$ cat config.mk
export PLATFORM = sky130hd
export DESIGN_NAME = seq_alu
export DESIGN_NICKNAME = d
export VERILOG_FILES = /design/src/rtl/seq_alu.sv
export SDC_FILE = /design/constraint.sdc
export NUM_CORES = 1
export LEC_CHECK = 0
export CAP_MARGIN = 20
export CORE_ASPECT_RATIO = 1.25
export CORE_UTILIZATION = 40
export DETAILED_ROUTE_END_ITERATION = 7
export PLACE_DENSITY = 0.61
export SYNTH_ARGS = -nofsm -noshare
export SYNTH_HDL_FRONTEND = slang
export SYNTH_SLANG_ARGS = --single-unit
$ cat constraint.sdc
create_clock -name clk -period 11.7 [get_ports clk]
set_input_delay 1.17 -clock clk [delete_from_list [all_inputs] [get_ports clk]]
set_output_delay 1.17 -clock clk [all_outputs]
set_load 0.01 [all_outputs]
$ cat src/rtl/seq_alu.sv
// rtl/seq_alu.sv - multi-cycle ALU with valid/ready handshake, iterative shifts and signed multiply
// One operation in flight; shifts step one bit per cycle, MUL is a WIDTH-cycle shift-add.
module seq_alu #(
  parameter int WIDTH   = 32,
  parameter int SHAMT_W = $clog2(WIDTH),
  parameter int MUL_EN  = 1
) (
  input  logic               clk,
  input  logic               rst_n,
  input  logic               in_valid,
  output logic               in_ready,
  input  logic [3:0]         op,
  input  logic [WIDTH-1:0]   a,
  input  logic [WIDTH-1:0]   b,
  input  logic [SHAMT_W-1:0] shamt,
  output logic               out_valid,
  input  logic               out_ready,
  output logic [WIDTH-1:0]   result,
  output logic               zero,
  output logic               overflow
);

  localparam logic [3:0] OP_AND = 4'b0000, OP_OR  = 4'b0001, OP_ADD = 4'b0010, OP_MUL = 4'b0011;
  localparam logic [3:0] OP_SUB = 4'b0110, OP_SLT = 4'b0111, OP_SGT = 4'b1000, OP_NOR = 4'b1100;
  localparam logic [3:0] OP_SRL = 4'b1101, OP_SLL = 4'b1110, OP_SRA = 4'b1111;
  localparam int CNT_W = $clog2(WIDTH + 1);
  localparam int PW    = 2 * WIDTH;

  typedef enum logic [1:0] {S_IDLE, S_BUSY, S_DONE} state_t;

  state_t           r_state, w_state_next;
  logic [3:0]       r_op;
  logic [WIDTH-1:0] r_sh, r_mplier;
  logic [PW-1:0]    r_mcand, r_acc;
  logic [CNT_W-1:0] r_cnt;

  logic             w_accept, w_is_shift, w_mul_ok, w_multi, w_last, w_load;
  logic             w_quick_ovf, w_ovf_d, w_mul_ovf;
  logic [WIDTH-1:0] w_sum, w_diff, w_quick_res, w_sh_next, w_res_d;
  logic [PW-1:0]    w_addend, w_acc_next;

  assign in_ready   = (r_state == S_IDLE);
  assign out_valid  = (r_state == S_DONE);
  assign w_accept   = in_valid & in_ready;
  assign w_mul_ok   = (MUL_EN != 0);
  assign w_is_shift = (op == OP_SLL) | (op == OP_SRL) | (op == OP_SRA);
  assign w_multi    = (w_is_shift & (shamt != '0)) | ((op == OP_MUL) & w_mul_ok);
  assign w_sum      = a + b;
  assign w_diff     = a - b;

  // Single-cycle results; shifts by zero pass the source operand straight through
  always_comb begin
    w_quick_res = '0;
    w_quick_ovf = 1'b0;
    case (op)
      OP_AND: w_quick_res = a & b;
      OP_OR:  w_quick_res = a | b;
      OP_NOR: w_quick_res = ~(a | b);
      OP_ADD: begin
        w_quick_res = w_sum;
        w_quick_ovf = (a[WIDTH-1] == b[WIDTH-1]) && (w_sum[WIDTH-1] != a[WIDTH-1]);
      end
      OP_SUB: begin
        w_quick_res = w_diff;
        w_quick_ovf = (a[WIDTH-1] != b[WIDTH-1]) && (w_diff[WIDTH-1] != a[WIDTH-1]);
      end
      OP_SLT: w_quick_res = {{(WIDTH-1){1'b0}}, ($signed(a) < $signed(b))};
      OP_SGT: w_quick_res = {{(WIDTH-1){1'b0}}, ($signed(a) > $signed(b))};
      OP_SLL: w_quick_res = b;
      OP_SRL: w_quick_res = a;
      OP_SRA: w_quick_res = a;
      default: w_quick_res = '0;
    endcase
  end

  always_comb begin
    w_sh_next = r_sh >> 1;
    if (r_op == OP_SLL)
      w_sh_next = r_sh << 1;
    else if (r_op == OP_SRA)
      w_sh_next = {r_sh[WIDTH-1], r_sh[WIDTH-1:1]};
  end

  // Two's-complement multiplier: the top bit of b carries negative weight, so subtract on the last step
  assign w_last     = (r_cnt == CNT_W'(1));
  assign w_addend   = !r_mplier[0] ? '0 : (w_last ? -r_mcand : r_mcand);
  assign w_acc_next = r_acc + w_addend;
  assign w_mul_ovf  = ~((&w_acc_next[PW-1:WIDTH-1]) | ~(|w_acc_next[PW-1:WIDTH-1]));

  always_comb begin
    w_state_next = r_state;
    w_load       = 1'b0;
    w_res_d      = w_quick_res;
    w_ovf_d      = w_quick_ovf;
    case (r_state)
      S_IDLE: begin
        if (w_accept) begin
          w_state_next = w_multi ? S_BUSY : S_DONE;
          w_load       = ~w_multi;
        end
      end
      S_BUSY: begin
        if (w_last) begin
          w_state_next = S_DONE;
          w_load       = 1'b1;
          if (r_op == OP_MUL) begin
            w_res_d = w_acc_next[WIDTH-1:0];
            w_ovf_d = w_mul_ovf;
          end else begin
            w_res_d = w_sh_next;
            w_ovf_d = 1'b0;
          end
        end
      end
      S_DONE: begin
        if (out_ready)
          w_state_next = S_IDLE;
      end
      default: w_state_next = S_IDLE;
    endcase
  end

  always_ff @(posedge clk or negedge rst_n) begin
    if (!rst_n)
      r_state <= S_IDLE;
    else
      r_state <= w_state_next;
  end

  always_ff @(posedge clk or negedge rst_n) begin
    if (!rst_n) begin
      r_op     <= '0;
      r_sh     <= '0;
      r_mplier <= '0;
      r_mcand  <= '0;
      r_acc    <= '0;
      r_cnt    <= '0;
      result   <= '0;
      zero     <= 1'b0;
      overflow <= 1'b0;
    end else begin
      if (w_accept) begin
        r_op     <= op;
        r_sh     <= (op == OP_SLL) ? b : a;
        r_mcand  <= {{WIDTH{a[WIDTH-1]}}, a};
        r_mplier <= b;
        r_acc    <= '0;
        r_cnt    <= (op == OP_MUL) ? CNT_W'(WIDTH) : CNT_W'(shamt);
      end else if (r_state == S_BUSY) begin
        r_sh     <= w_sh_next;
        r_mcand  <= r_mcand << 1;
        r_mplier <= r_mplier >> 1;
        r_acc    <= w_acc_next;
        r_cnt    <= r_cnt - CNT_W'(1);
      end
      if (w_load) begin
        result   <= w_res_d;
        zero     <= (w_res_d == '0);
        overflow <= w_ovf_d;
      end
    end
  end

endmodule

==> After elaboration in Yosys (flattened, before gate mapping) <==
Index checks and enable logic that the tools add are counted.
{ "word_totals": {"register_bits": 238, "latchBits": 0, "ram_bits": 0, "romBits": 0, "in_bits": 77, "out_inout_bits": 36, "word_cells": 95, "mem_count": 0} }
{ "op_classes": {"addsub": 5, "n_mul": 0, "div": 0, "n_lt_le_gt_ge": 2, "eq_ne": 23, "n_shift": 0, "muxes": 32, "bitwise_logic": 12, "reduce_logical": 11} }
{ "ops": {"columns": ["operator", "count"], "rows": [
  ["$mux 64", 6],
  ["$mux 32", 10],
  ["$pmux 32 s9", 1],
  ["$add 64x64->64", 1],
  ["$neg 64->64", 1],
  ["$reduce_and 33->1", 1],
  ["$reduce_or 33->1", 1],
  ["$add 32x32->32", 1],
  ["$and 32x32->32", 1],
  ["$gt 32x32->1", 1],
  ["$logic_not 32->1", 1],
  ["$lt 32x32->1", 1],
  ["$not 32->32", 1],
  ["$or 32x32->32", 1],
  ["$sub 32x32->32", 1],
  ["$eq 4x4->1 const B", 7],
  ["$mux 6", 3],
  ["$eq 4x2->1 const B", 3],
  ["$eq 4x3->1 const B", 2],
  ["$mux 2", 4],
  ["$eq 6x1->1 const B", 1],
  ["$pmux 2 s3", 1],
  ["$sub 6x1->6 const B", 1],
  ["$mux 1", 5],
  ["other kinds (18)", 29]
]} }

==> Longest topological paths before layout <==
{ "depth": {"ltp_word": 11, "ltp_mapped": 27} }

==> Worst setup path after synthesis <==
No wires, ideal clock.
{ "synth_timing": {"path_kind": "flip-flop to flip-flop", "from": "register r_mcand[4]", "to": "register overflow", "setup_time_ps": 136, "arrival_time_ps": 5771, "t_required_ps": 11564, "slack_ps": 5793, "stages_incl_launch_ff": 23, "path_buffers": 2, "period_less_slack_ps": 5907, "path_cell_list": "dfrtp_1 > or4_4 > or4_4 > or4b_4 > or3_1 > clkbuf_1 > o41ai_1 > xnor2_1 > and2_1 > ha_1 > clkbuf_1 > a21oi_1 > o21ai_1 > nor3_1 > a221o_1 > a31oi_1 > o211ai_1 > nor2_1 > or4b_2 > nor4_1 > and4_1 > a211o_1 > a21oi_1"} }
{ "synth_via": {"elab_chain_cells": 11, "word_cells_on_any_way": 12, "classes_between": "2 x add/sub; 5 x mux; 3 x bitwise; 2 x reduce/logical"} }
{ "synth_lines": {"columns": ["item", "line_no", "text"], "rows": [
  ["from (decl)", "34", "logic [PW-1:0] r_mcand, r_acc;"],
  ["from (signal assigned)", "145", "r_mcand <= {{WIDTH{a[WIDTH-1]}}, a};"],
  ["from (signal assigned)", "151", "r_mcand <= r_mcand << 1;"],
  ["$neg 64->64", "86", "assign w_addend = !r_mplier[0] ? '0 : (w_last ? -r_mcand : r_mcand);"],
  ["$mux 64 * (2 in a row)", "86", null],
  ["$add 64x64->64 *", "87", "assign w_acc_next = r_acc + w_addend;"],
  ["$reduce_or 33->1", "88", "assign w_mul_ovf = ~((&w_acc_next[PW-1:WIDTH-1]) | ~(|w_acc_next[PW-1:WIDTH-1]));"],
  ["$not 1->1", "88", null],
  ["$or 1x1->1 *", "88", null],
  ["$not 1->1 *", "88", null],
  ["$mux 1 *", "106", "if (r_op == OP_MUL) begin"],
  ["$mux 1 *", "103", "if (w_last) begin"],
  ["$mux 1 *", "95", "case (r_state)"],
  ["to (signal assigned)", "159", "overflow <= w_ovf_d;"],
  ["to (decl)", "20", "output logic overflow"]
]} }
Mark *: on every way between the ends. The rest lies on a longest branch, timed or not.
A chain may end at the register's enable or synchronous reset.

==> Final worst setup path <==
Same ends and word-level chain as after synthesis.

==> out/qor.yml <==
synthesis:
  ys.flop_type: "dfrtp_1"
  netlist_instances: 3120
  yosysTopAreaCell: "dfrtp_1"
  synthesis.nets: 3362
  synth_top_area_share_pct: 25.6
  postSynth.asyncResetShare_pct: 100
  seq_area_frac_synth_pct: 25.6
  syn_area_mm2: 0.0232
  synthTopCellsByArea: "dfrtp_1, ha_1, nand2_1"
  avgSynthCellArea_um2: 7.45
  synth-seq-cells: 238
  synth_edf_count: 0
  synthMostInstantiatedCell: "nand2_1"
  synth_cell_types: 81
  synthTopCellsByCount: "nand2_1, nor2_1, a21oi_1, dfrtp_1, o21ai_0"
  yosysWarnings: 0
floorplanning:
  row_count: 98
  fp.coreArea_mm2: 0.0573
  die_width_um: 218
  pin_count: 113
  fp.dieH_um: 271
  start_util_pct: 40.6
  die_area_mm2: 0.0591
global_route:
  grt_overflow: 0
  grt_pass1_wl_mm: 149
  first_global_vias: 24100
  grt_max_degree: 88
  grtUsageTotal_pct: 32.9
  antenna_found_initial: 1
drt:
  initialDrtViolationCount: 2282
  met3_length_mm: 5.87
  final_antenna_net_count: 0
  wl_met2_mm: 48.0
  routed_via_density: 6.31
  wl_mm: 99.0
  drc: 0
  route.vias.total: 24300
  m1WireLength_mm: 39.5
  routedWlPerCell_um: 25.7
  dr.pass1.iters: 7
  highest_layer: "met4"
layout:
  drive_gt1_share_pct: 4.63
  fill_cells: 5792
  instances_no_fill: 3858
  final_nets: 3327
  area_growth_syn_to_layout_pct: 11.2
  final_area_mm2: 0.0258
  diodes: 0
worst_hold_path:
  hold_path.class: "input pin to async pin"
sta:
  fin_setup_tns_ns: 0
  hold_viol_final: 0
  whs_ns: 0.458
  skew_ns: 0.0301
  tightestPinTransition_ns: 1.16
  slew_headroom_pct: 22.9
  max_freq_mhz: 130
  slew_violations: 0
  finalCritPeriodShare_pct: 65.7
  setup_viol: 0
  rsz0062_at_grt: "no"
  fin_ws_ns: 4.02
  min_period_ns: 7.68
worst_setup_path:
  cp_slowest_cell: "nor3_1"
  r2r_end: "overflow"
  endpoint_kind: "flip-flop"
  reg2reg_depth: 24
  crit_chain: "or4_4 -> nor3_1 -> or3b_2 -> nor2_1 -> and3_1 -> and2_1 -> nand2b_1 -> nor3_1 -> a21oi_1 -> xor2_1 -> and2_1 -> ha_1 -> nand2_1 -> nor3_1 -> a221oi_1 -> o21ai_0 -> a31o_2 -> nor3_1 -> o21ai_0 -> nor4_1 -> nand4_1 -> nor4_1 -> a211o_1 -> a21oi_1"
  critPathRequiredTime_ns: 12.16
  worstPathArrival_ns: 8.15
  worst-setup-path-type: "flip-flop to flip-flop"
  r2r_slack_ns: 4.02
  cpPeakStageDelay_ns: 0.62
  rr_startpoint: "r_mcand[4]"
  setup.worst_path.start_class: "flip-flop"
  crit_fanout: 10
  timing.critical_path.mode_cell: "nor3_1"
cts:
  post_cts.resized_instances: 0
  cts_buffers: 30
  max-clock-path-buffers: 3
  htreeDepth: 1
  holdBufCountCts: 0
  cts.sinks: 238
  cts_setup_buffers: 0
  cts_tree: "built"
  clockRootBuffer: "clkbuf_16"
  clk_latency_ns: 0.60
  clk_pin_slew_ns: 0.06
power:
  power.leakage_nw: 11.1
  switching_share_pct: 49.2
  comb_power_share_pct: 55.8
  seqPwrFrac_pct: 27.6
  power.switching_mw: 2.82
  power_frac_clock_pct: 16.6
  peakVddDrop_v: 0.000157
  intPower_mw: 2.91
  power.density_mw_per_mm2: 221
placement:
  place_ws_ns: 4.08
  dp.cells: 3802
  gp_congestion: 1.01
  io_buffers: 112
  dpl-instance-area_mm2: 0.0248
  dp_hpwl_mm: 75.4
job:
  max-cap-violations: 0
status:
  outcome: "completed"
-- cell type report --
class / count / area (um^2) / area share, %
clock buffer: 41 / 843 / 3.26
clock inverter: 14 / 139 / 0.538
inverter: 129 / 484 / 1.87
multi-input combinational: 2534 / 16000 / 62.1
sequential: 238 / 5960 / 23.1
tap: 750 / 938 / 3.63
timing repair buffer: 152 / 1430 / 5.52
-- cell families (layout without fill, tap and decap cells) --
logic type	count (synthesis)	count (layout)	share of synthesized area [%]
DFF	238	238	25.6
and+or+nand+nor	1187	1187	24.1
buffers and inverters	348	336	5.62
AOI/OAI and AO/OA	990	990	28.1
muxes	63	63	2.76
adders and majority gates	165	165	8.98
xor gates and xnor gates	129	129	4.86
-- per-stage QoR --
| step | total power [mW] | util, % |
|---|---|---|
| after floorplan | 3.65 | - |
| after global placement | 4.68 | 43.4 |
| after detailed placement | 4.73 | 43.4 |
| after CTS | 5.70 | 45.1 |
| after global routing | 6.12 | 45.1 |
| final | 5.72 | 45.1 |
-- power groups by stage --
stage               Combinational [mW]  Clock [mW]  Sequential [mW]
finish                            3.19       0.949             1.58
global route                      3.50        1.00             1.63
CTS                               3.16       0.969             1.57
detailed placement                3.14           0             1.58
global placement                  3.11           0             1.57
floorplan                         2.17           0             1.48
-- cell usage in the layout (no fill, tap or decap), types with 54 or more instances in the layout --
| cell type | n |
|---|---|
| inv_1 | 129 |
| a22oi_1 | 86 |
| nor3_1 | 70 |
| a31oi_1 | 76 |
| o21ai_0 | 191 |
| mux2i_1 | 54 |
| nor2_1 | 246 |
| a21oi_1 | 238 |
| clkdlybuf4s50_1 | 111 |
| nand3_1 | 121 |
| dfrtp_1 | 238 |
| ha_1 | 162 |
| and2_1 | 79 |
| xnor2_1 | 80 |
| nand2_1 | 442 |
-- state kept, by name, indices dropped and copies added (netlist names), 2 cells and up --
register	count
r_acc	64
r_mplier	32
r_sh	32
r_op	4
result	32
r_mcand	64
r_cnt	6
r_state	2
-- worst max path at each step --
stage	start	end	slack, ns	cells after the start
floorplan	r_mcand[4]	overflow	5.79	22
global placement	r_mcand[4]	overflow	4.28	24
detailed placement	r_mcand[4]	overflow	4.08	24
CTS	r_mcand[4]	overflow	4.04	24
global route	r_mcand[4]	overflow	3.54	24
finish	r_mcand[4]	overflow	4.02	24
-- critical path, delay by kind of cell, from the launching register on --
| family | cells | cell delay (ns) |
|---|---|---|
| AND/OR/NAND/NOR | 15 | 5.13 |
| AO/OA/AOI/OAI | 7 | 1.39 |
| flip-flops | 1 | 0.45 |
| adder cells (fa/ha/maj) | 1 | 0.41 |
| XOR/XNOR | 1 | 0.16 |
-- routing by layer --
metal,vias up,GRT usage [%]
li1,11300,-
met1,11800,40.1
met2,987,56.9
met3,223,3.68
met4,0,16.9
met5,-,0
(Power assumes the default switching activity.)
